<file path="src/rtl/out_port_uart_tx.sv">
// rtl/out_port_uart_tx.sv - CPU output-port word FIFO feeding an LS-byte-first UART transmitter
// Optional macro OUT_UART_PARITY_EN adds an even-parity bit after each data byte.
module out_port_uart_tx #(
  parameter int DATA_WIDTH   = 16,
  parameter int FIFO_DEPTH   = 4,
  parameter int CLKS_PER_BIT = 16
) (
  input  logic                          clk_i,
  input  logic                          reset_i,
  input  logic                          out_ld_i,
  input  logic [DATA_WIDTH-1:0]         out_i,
  output logic                          tx_o,
  output logic                          busy_o,
  output logic                          full_o,
  output logic [$clog2(FIFO_DEPTH):0]   count_o,
  output logic                          overflow_o
);

  localparam int AW     = $clog2(FIFO_DEPTH);
  localparam int NBYTES = DATA_WIDTH / 8;
  localparam int BW     = (NBYTES > 1) ? $clog2(NBYTES) : 1;
  localparam int TW     = $clog2(CLKS_PER_BIT);
  localparam logic [AW:0]    DEPTH_C    = (AW+1)'(FIFO_DEPTH);
  localparam logic [TW-1:0]  TICK_C     = TW'(CLKS_PER_BIT - 1);
  localparam logic [BW-1:0]  LAST_BYTE  = BW'(NBYTES - 1);

  typedef enum logic [2:0] {
    IDLE,
    START,
    DATA,
`ifdef OUT_UART_PARITY_EN
    PARITY,
`endif
    STOP
  } state_t;

  state_t                state;
  logic [DATA_WIDTH-1:0] mem [FIFO_DEPTH];
  logic [AW:0]           wr_ptr, rd_ptr;
  logic [DATA_WIDTH-1:0] shift_q;
  logic [TW-1:0]         timer_q;
  logic [2:0]            bit_idx_q;
  logic [BW-1:0]         byte_idx_q;
`ifdef OUT_UART_PARITY_EN
  logic                  parity_q;
`endif

  logic        push_ok, pop, tick, last_byte, word_done, next_idle;
  logic [AW:0] count_n;

  // Pointers carry one extra wrap bit, so the difference is the occupancy.
  assign count_o   = wr_ptr - rd_ptr;
  assign full_o    = (count_o == DEPTH_C);
  assign push_ok   = out_ld_i & ~full_o;
  assign pop       = (state == IDLE) & (count_o != '0);
  assign tick      = (timer_q == TICK_C);
  assign last_byte = (byte_idx_q == LAST_BYTE);
  assign word_done = (state == STOP) & tick & last_byte;
  assign next_idle = ((state == IDLE) & ~pop) | word_done;
  assign count_n   = count_o + {{AW{1'b0}}, push_ok} - {{AW{1'b0}}, pop};

  always_ff @(posedge clk_i) begin
    if (push_ok) mem[wr_ptr[AW-1:0]] <= out_i;
  end

  // tx_o is driven from the current state, so the line lags the state by one cycle.
  always_ff @(posedge clk_i) begin
    if (reset_i) begin
      wr_ptr     <= '0;
      rd_ptr     <= '0;
      state      <= IDLE;
      tx_o       <= 1'b1;
      busy_o     <= 1'b0;
      overflow_o <= 1'b0;
      shift_q    <= '0;
      timer_q    <= '0;
      bit_idx_q  <= '0;
      byte_idx_q <= '0;
`ifdef OUT_UART_PARITY_EN
      parity_q   <= 1'b0;
`endif
    end else begin
      if (push_ok) wr_ptr <= wr_ptr + 1'b1;
      if (out_ld_i && full_o) overflow_o <= 1'b1;
      busy_o <= ~next_idle | (count_n != '0);

      case (state)
        IDLE: begin
          tx_o    <= 1'b1;
          timer_q <= '0;
          if (pop) begin
            shift_q    <= mem[rd_ptr[AW-1:0]];
            rd_ptr     <= rd_ptr + 1'b1;
            byte_idx_q <= '0;
            state      <= START;
          end
        end
        START: begin
          tx_o <= 1'b0;
          if (tick) begin
            timer_q   <= '0;
            bit_idx_q <= '0;
`ifdef OUT_UART_PARITY_EN
            parity_q  <= 1'b0;
`endif
            state     <= DATA;
          end else begin
            timer_q <= timer_q + 1'b1;
          end
        end
        DATA: begin
          tx_o <= shift_q[0];
          if (tick) begin
            timer_q   <= '0;
            shift_q   <= shift_q >> 1;
`ifdef OUT_UART_PARITY_EN
            parity_q  <= parity_q ^ shift_q[0];
`endif
            bit_idx_q <= bit_idx_q + 1'b1;
            if (bit_idx_q == 3'd7) begin
`ifdef OUT_UART_PARITY_EN
              state <= PARITY;
`else
              state <= STOP;
`endif
            end
          end else begin
            timer_q <= timer_q + 1'b1;
          end
        end
`ifdef OUT_UART_PARITY_EN
        PARITY: begin
          tx_o <= parity_q;
          if (tick) begin
            timer_q <= '0;
            state   <= STOP;
          end else begin
            timer_q <= timer_q + 1'b1;
          end
        end
`endif
        STOP: begin
          tx_o <= 1'b1;
          if (tick) begin
            timer_q <= '0;
            if (last_byte) begin
              state <= IDLE;
            end else begin
              byte_idx_q <= byte_idx_q + 1'b1;
              state      <= START;
            end
          end else begin
            timer_q <= timer_q + 1'b1;
          end
        end
        default: begin
          tx_o  <= 1'b1;
          state <= IDLE;
        end
      endcase
    end
  end

endmodule

</file>
<file path="config.mk">
export PLATFORM = sky130hd
export DESIGN_NAME = out_port_uart_tx
export DESIGN_NICKNAME = d
export VERILOG_FILES = /design/src/rtl/out_port_uart_tx.sv
export SDC_FILE = /design/constraint.sdc
export NUM_CORES = 1
export LEC_CHECK = 0
export CORE_AREA = 5 5 92 94
export CTS_BUF_LIST = sky130_fd_sc_hd__clkbuf_4 sky130_fd_sc_hd__clkbuf_8 sky130_fd_sc_hd__clkbuf_16
export DETAILED_ROUTE_END_ITERATION = 10
export DIE_AREA = 0 0 97 99
export PLACE_DENSITY = 0.81
export SLEW_MARGIN = 25
export SYNTH_ARGS = -nofsm -noshare
export SYNTH_HDL_FRONTEND = slang
export SYNTH_SLANG_ARGS = --single-unit
</file>
<file path="constraint.sdc">
create_clock -name clk_i -period 4.49 [get_ports clk_i]
set_input_delay 0.898 -clock clk_i [delete_from_list [all_inputs] [get_ports clk_i]]
set_output_delay 0.898 -clock clk_i [all_outputs]
set_load 0.02 [all_outputs]
</file>
======== Yosys cells after proc, flatten, opt, wreduce, memory -nomap -nowiden ========
Memory sizes are Yosys's and may differ from the RTL's. A register that Yosys moved wholly into a read port is not among the register bits.
Index checks and enable logic that the tools add are counted.
word-level totals
  ROM bits ................................ 0
  memories ................................ 1
  memory bits (writable) .................. 64
  latch bits .............................. 0
  register bits ........................... 36
  output and inout bits ................... 7
  bits of input ports ..................... 19
memory list
  name  depth  bits a word  rd ports  clocked after Yosys merged registers in  wr ports  RTL line  RTL
  mem   4      16           1         1                                        1         38        logic [DATA_WIDTH-1:0] mem [FIFO_DEPTH];
operators by class
  reduce and logical (&&, ||, !) cells .... 14
  div/mod/pow operators ................... 0
  add/sub/neg operators ................... 8
  multiplexer cells ....................... 24
  $lt $le $gt $ge ......................... 0
  equality and inequality tests ........... 11
  bitwise gates (word level) .............. 10
  shifts and indexed selects .............. 0
  $mul .................................... 0
operator list
  kind                                            number
  2-to-1 mux 16 bit                               2
  case mux 16 bit (2 select lines)                1
  2-to-1 mux 3 bit                                7
  case mux 3 bit (4 select lines)                 1
  inequality test 2 bit (second input constant)   5
  adder 3 x 1 -> 3 bit (second input constant)    3
  AND reduction 3 bit                             3
  case mux 4 bit (2 select lines)                 1
  nonzero test 2 bit                              4
  == test 3 x 2 -> 1 bit (second input constant)  2
  == test 3 bit (second input constant)           2
  2-to-1 mux 1 bit                                6
  case mux 3 bit (2 select lines)                 1
  nonzero test 3 bit                              2
  bitwise AND 1 bit                               5
  AND reduction 5 bit                             1
  adder 4 x 1 -> 4 bit (second input constant)    1
  == test 4 bit (second input constant)           1
  2-to-1 mux 2 bit                                2
  2-to-1 mux 4 bit                                1
  case mux 1 bit (2 select lines)                 2
  adder 3 x 1 -> 3 bit                            1
  == test 3 x 1 -> 1 bit (second input constant)  1
  logical NOT 3 bit                               1
  8 further kinds                                 11

======== Longest topological paths before layout ========
  word-level depth ........................ 8
  mapped depth ............................ 15
  depth with buffers taken out ............ 15

======== Worst setup path before layout ========
No wires, ideal clock.
  kind .................................... flip-flop to flip-flop
  start ................................... register wr_ptr[0]
  end ..................................... register busy_o
  library setup time ...................... 128 ps
  arrival ................................. 3339 ps
  cell stages (with the launch flop) ...... 16
  path buffers ............................ 0
  path slack .............................. 1024 ps
  data required time ...................... 4362 ps
  cells stage by stage .................... dfxtp_1 inv_1 ha_1 fa_1 nand2_1 nor2_1 nor2b_1 inv_2 ha_1 inv_1 ha_1 fa_1 xnor2_1 xnor2_1 a2111oi_1 nor2_1
between the ends
  longest elaborated chain between the ends .. 8
  elaborated cells on any way between the ends .. 14
  classes of those cells .................. add/sub (3); eq/ne (1); bitwise (8); reduce/logical (2)
RTL lines
  element                    RTL line  RTL
  start, declared            39        logic [AW:0] wr_ptr, rd_ptr;
  start signal, assigned     83        if (push_ok) wr_ptr <= wr_ptr + 1'b1;
  subtractor 3 bit           52        assign count_o = wr_ptr - rd_ptr;
  == test 3 bit              53        assign full_o = (count_o == DEPTH_C);
  named net full_o           14        output logic full_o,
  NOT 1 bit                  54        assign push_ok = out_ld_i & ~full_o;
  bitwise AND 1 bit          54
  adder 3 x 1 -> 3 bit       60        assign count_n = count_o + {{AW{1'b0}}, push_ok} - {{AW{1'b0}}, pop};
  subtractor 3 x 1 -> 3 bit  60
  nonzero test 3 bit         85        busy_o <= ~next_idle | (count_n != '0);
  OR 1 bit                   85
  end signal, assigned       85
  end, declared              13        output logic busy_o,
The timed path passes the listed nets, and every way through them passes these cells.
A chain may end at the register's enable or synchronous reset.

======== Worst setup path after layout ========
  start ................................... register wr_ptr[0]
  end ..................................... register busy_o
between the ends
  longest elaborated chain between the ends .. 8
  elaborated cells on any way between the ends .. 14
  classes of those cells .................. add/sub (3); eq/ne (1); bitwise (8); reduce/logical (2)
RTL lines
  element                                                           RTL line
  subtractor 3 bit *                                                52
  == test 3 bit / nonzero test 3 bit (equally long branches)        53, 55
  NOT 1 bit / bitwise AND 1 bit (equally long branches)             54, 55
  bitwise AND 1 bit / NOT 1 bit (equally long branches)             54, 59
  adder 3 x 1 -> 3 bit / bitwise AND 1 bit (equally long branches)  60, 59
  subtractor 3 x 1 -> 3 bit / OR 1 bit (equally long branches)      60, 59
  nonzero test 3 bit / NOT 1 bit (equally long branches)            85
  OR 1 bit *                                                        85
Every way passes the cells marked *; elsewhere a longest branch is shown, timed or not.

==> reports/metrics.yaml <==
status: "finished, final reports clean"
p_sw_uw: 1070
nets: 399
area_growth_pct: 11.1
finalCritPeriodShare_pct: 82.5
worst_path_max_delay_cell: "fa_1"
cp.arrival_ns: 3.93
syn_nets: 384
synth_edf_count: 64
leakagePower_uw: 0.00170
crit_fanout: 5
cts_tree: "built"
drv_cap: 0
diodes: 0
htreeDepth: 3
dr.pass1.iters: 4
via_count: 2624
cp-start-kind: "register"
ctsHoldBuffers: 0
crit_family: "adder cells"
synth_area_leaders: "edfxtp_1 (44%), dfxtp_1 (17%), mux2i_1 (7.4%), ha_1 (4.6%), a221oi_1 (3.0%)"
grt_max_degree: 53
ant_nets: 0
finalSetupViolations: 0
clock_latency_ns: 0.36
skew_ns: 0.0111
track_usage_pct: 16.3
synth_top_area_share_pct: 44.2
hp-class: "reg -> reg"
drcViolationCount: 0
yosys.area.top_type: "edfxtp_1"
synth_cell_types: 41
grt_pass1_vias: 2622
netlist_instances: 347
dp_hpwl_um: 4700
fin_tns_setup_ns: 0
clock_power_share_pct: 19.3
place_congestion: 0.824
cp.required_ns: 4.71
hold_start: "shift_q[5]"
fp.dieW_um: 97
seqPwrFrac_pct: 43.2
worst_pin_slew_ns: 0.961
wl_um: 7510
postSynthAreaPerCell_um2: 12.5
r2r-start: "wr_ptr[0]"
io_buffers: 25
die_h_um: 99
cp-startpoint: "wr_ptr[0]"
end_kind: "register"
clock-sinks: 101
finalCriticalPeriod_ns: 3.70
cts_max_path_buffers: 2
share_comb_of_total_power_pct: 37.6
hold_viol: 0
path_cells: "inv_1 -> ha_1 -> fa_1 -> nand2_1 -> o21ai_0 -> inv_1 -> ha_1 -> inv_1 -> ha_1 -> fa_1 -> xnor2_1 -> xnor2_1 -> a2111oi_1 -> nor2_1"
core-area_mm2: 0.00757
cts_setup_buffers: 0
grt.overflow.total: 0
totalPowerFinal_uw: 2970
ys_seq_elements: 101
row_count: 32
syn-cell-area_mm2: 0.00435
vias_per_cell: 5.59
internal_power_uw: 1900
p_per_area_mw_per_mm2: 614
ys.flop_type: "edfxtp_1"
avgRoutedWirePerCell_um: 16.0
ir_drop_mv: 0.312
drv_slew: 0
synth_seq_area_share_pct: 61.2
dr.first_iter.drc_count: 145
ys_warn_count: 0
yosysMostFrequentCell: "edfxtp_1"
ys_top_cells_by_count: "edfxtp_1 (64), dfxtp_1 (37), mux2i_1 (32)"
ctsRootBufferMaster: "clkbuf_8"
critPathBufInv: 3
slew_headroom_pct: 35.9
path_class: "reg -> reg"
clk_pin_slew_ns: 0.10
ios: 26
die_area_mm2: 0.00960
switching_share_pct: 36.0
cts_resized: 0
fmax_ghz: 0.270
rsz0062_at_grt: "no"
synthArstFlopShare_pct: 0
grt_antenna_before_repair: 0
fin_util_pct: 63.8
cts_buffers: 9
drive_above_1_share_pct: 7.36
initial_utilization_pct: 57.5
slowest_delay_ns: 0.63
grt_pass1_wl_um: 12600
layout make-up:
cell class                      instances  area [um2]
Fill cell                             568        2740
Sequential cell                       101        2660
Multi-Input combinational cell        195        1470
Timing Repair Buffer                   25         245
Clock buffer                           10         131
Tap cell                              102         128
Inverter                               30         115
Clock inverter                          6        73.8
path summary, 6_finish.rpt:
kind | end | slack [ns] | cells past startpoint
max | busy_o | 0.79 | 14
min reg2reg | shift_q[5] | 0.48 | 2
min | shift_q[5] | 0.48 | 2
max reg2reg | busy_o | 0.79 | 14
through the flow:
step	instance area [um2]	hold WS (ns)	instances	setup slack [ns]
after floorplan	4350	0.442	347	1.02
after global placement	4620	0.454	453	0.941
after detailed placement	4620	0.466	453	0.811
after CTS	4830	0.479	469	0.770
after global routing	4830	0.493	469	0.451
final	4830	0.481	469	0.786
registers in the layout, summed over array words and instances (netlist names), named ones only:
name	count
bit_idx_q	3
busy_o	1
byte_idx_q	1
mem	64
overflow_o	1
rd_ptr	3
shift_q	16
state	2
timer_q	4
tx_o	1
wr_ptr	3
cells by family after synthesis:
| kind of cell | after synthesis | synth area share, % |
|---|---|---|
| AO/OA/AOI/OAI | 54 | 9.47 |
| XOR/XNOR | 7 | 1.76 |
| adder cells (fa/ha/maj) | 18 | 5.53 |
| buffers and inverters | 51 | 5.06 |
| flip-flops | 101 | 61.2 |
| multiplexers | 33 | 7.88 |
| AND/OR/NAND/NOR | 83 | 9.07 |
per-layer routing:
metal	share of wire, %	global-route usage (%)	vias to the layer above	wire (um)
met4	1.6	6.16	0	121
met2	52	29.5	45	3910
met3	3.2	3.26	10	240
met1	43	19.3	1278	3240
li1	-	-	1291	-
met5	0	0	-	0
placed cells by master, fill, tap and decap left out, drive strengths merged, types with 2 or more instances in the layout:
master / count
and2: 4
nand2: 19
fa: 2
o21ai: 6
mux2i: 32
nand3: 21
xnor2: 5
nor2: 21
nand2b: 6
clkinv: 4
nor3: 4
ha: 16
nor2b: 3
a221oi: 15
dfxtp: 37
a32oi: 3
clkbuf: 10
clkdlybuf4s50: 24
o31ai: 15
edfxtp: 64
a21oi: 9
inv: 31
worst reg2reg max path, cell delays in order, from the launching register on:
cell and delay [ns]:
dfxtp_1 0.38, inv_1 0.11, ha_1 0.22, fa_1 0.63
nand2_1 0.17, o21ai_0 0.36, inv_1 0.08, ha_1 0.29
inv_1 0.05, ha_1 0.20, fa_1 0.38, xnor2_1 0.15
xnor2_1 0.13, a2111oi_1 0.37, nor2_1 0.07
power groups by stage:
| stage | combinational [uW] | sequential, uW | clock, uW |
|---|---|---|---|
| 6_report | 1110 | 1280 | 572 |
| 2_1_floorplan | 885 | 1270 | 0 |
| 3_3_place_gp | 1080 | 1290 | 0 |
| 5_1_grt | 1260 | 1300 | 624 |
| 4_1_cts | 1120 | 1280 | 588 |
| 3_5_place_dp | 1110 | 1300 | 0 |
(Power assumes the default switching activity.)
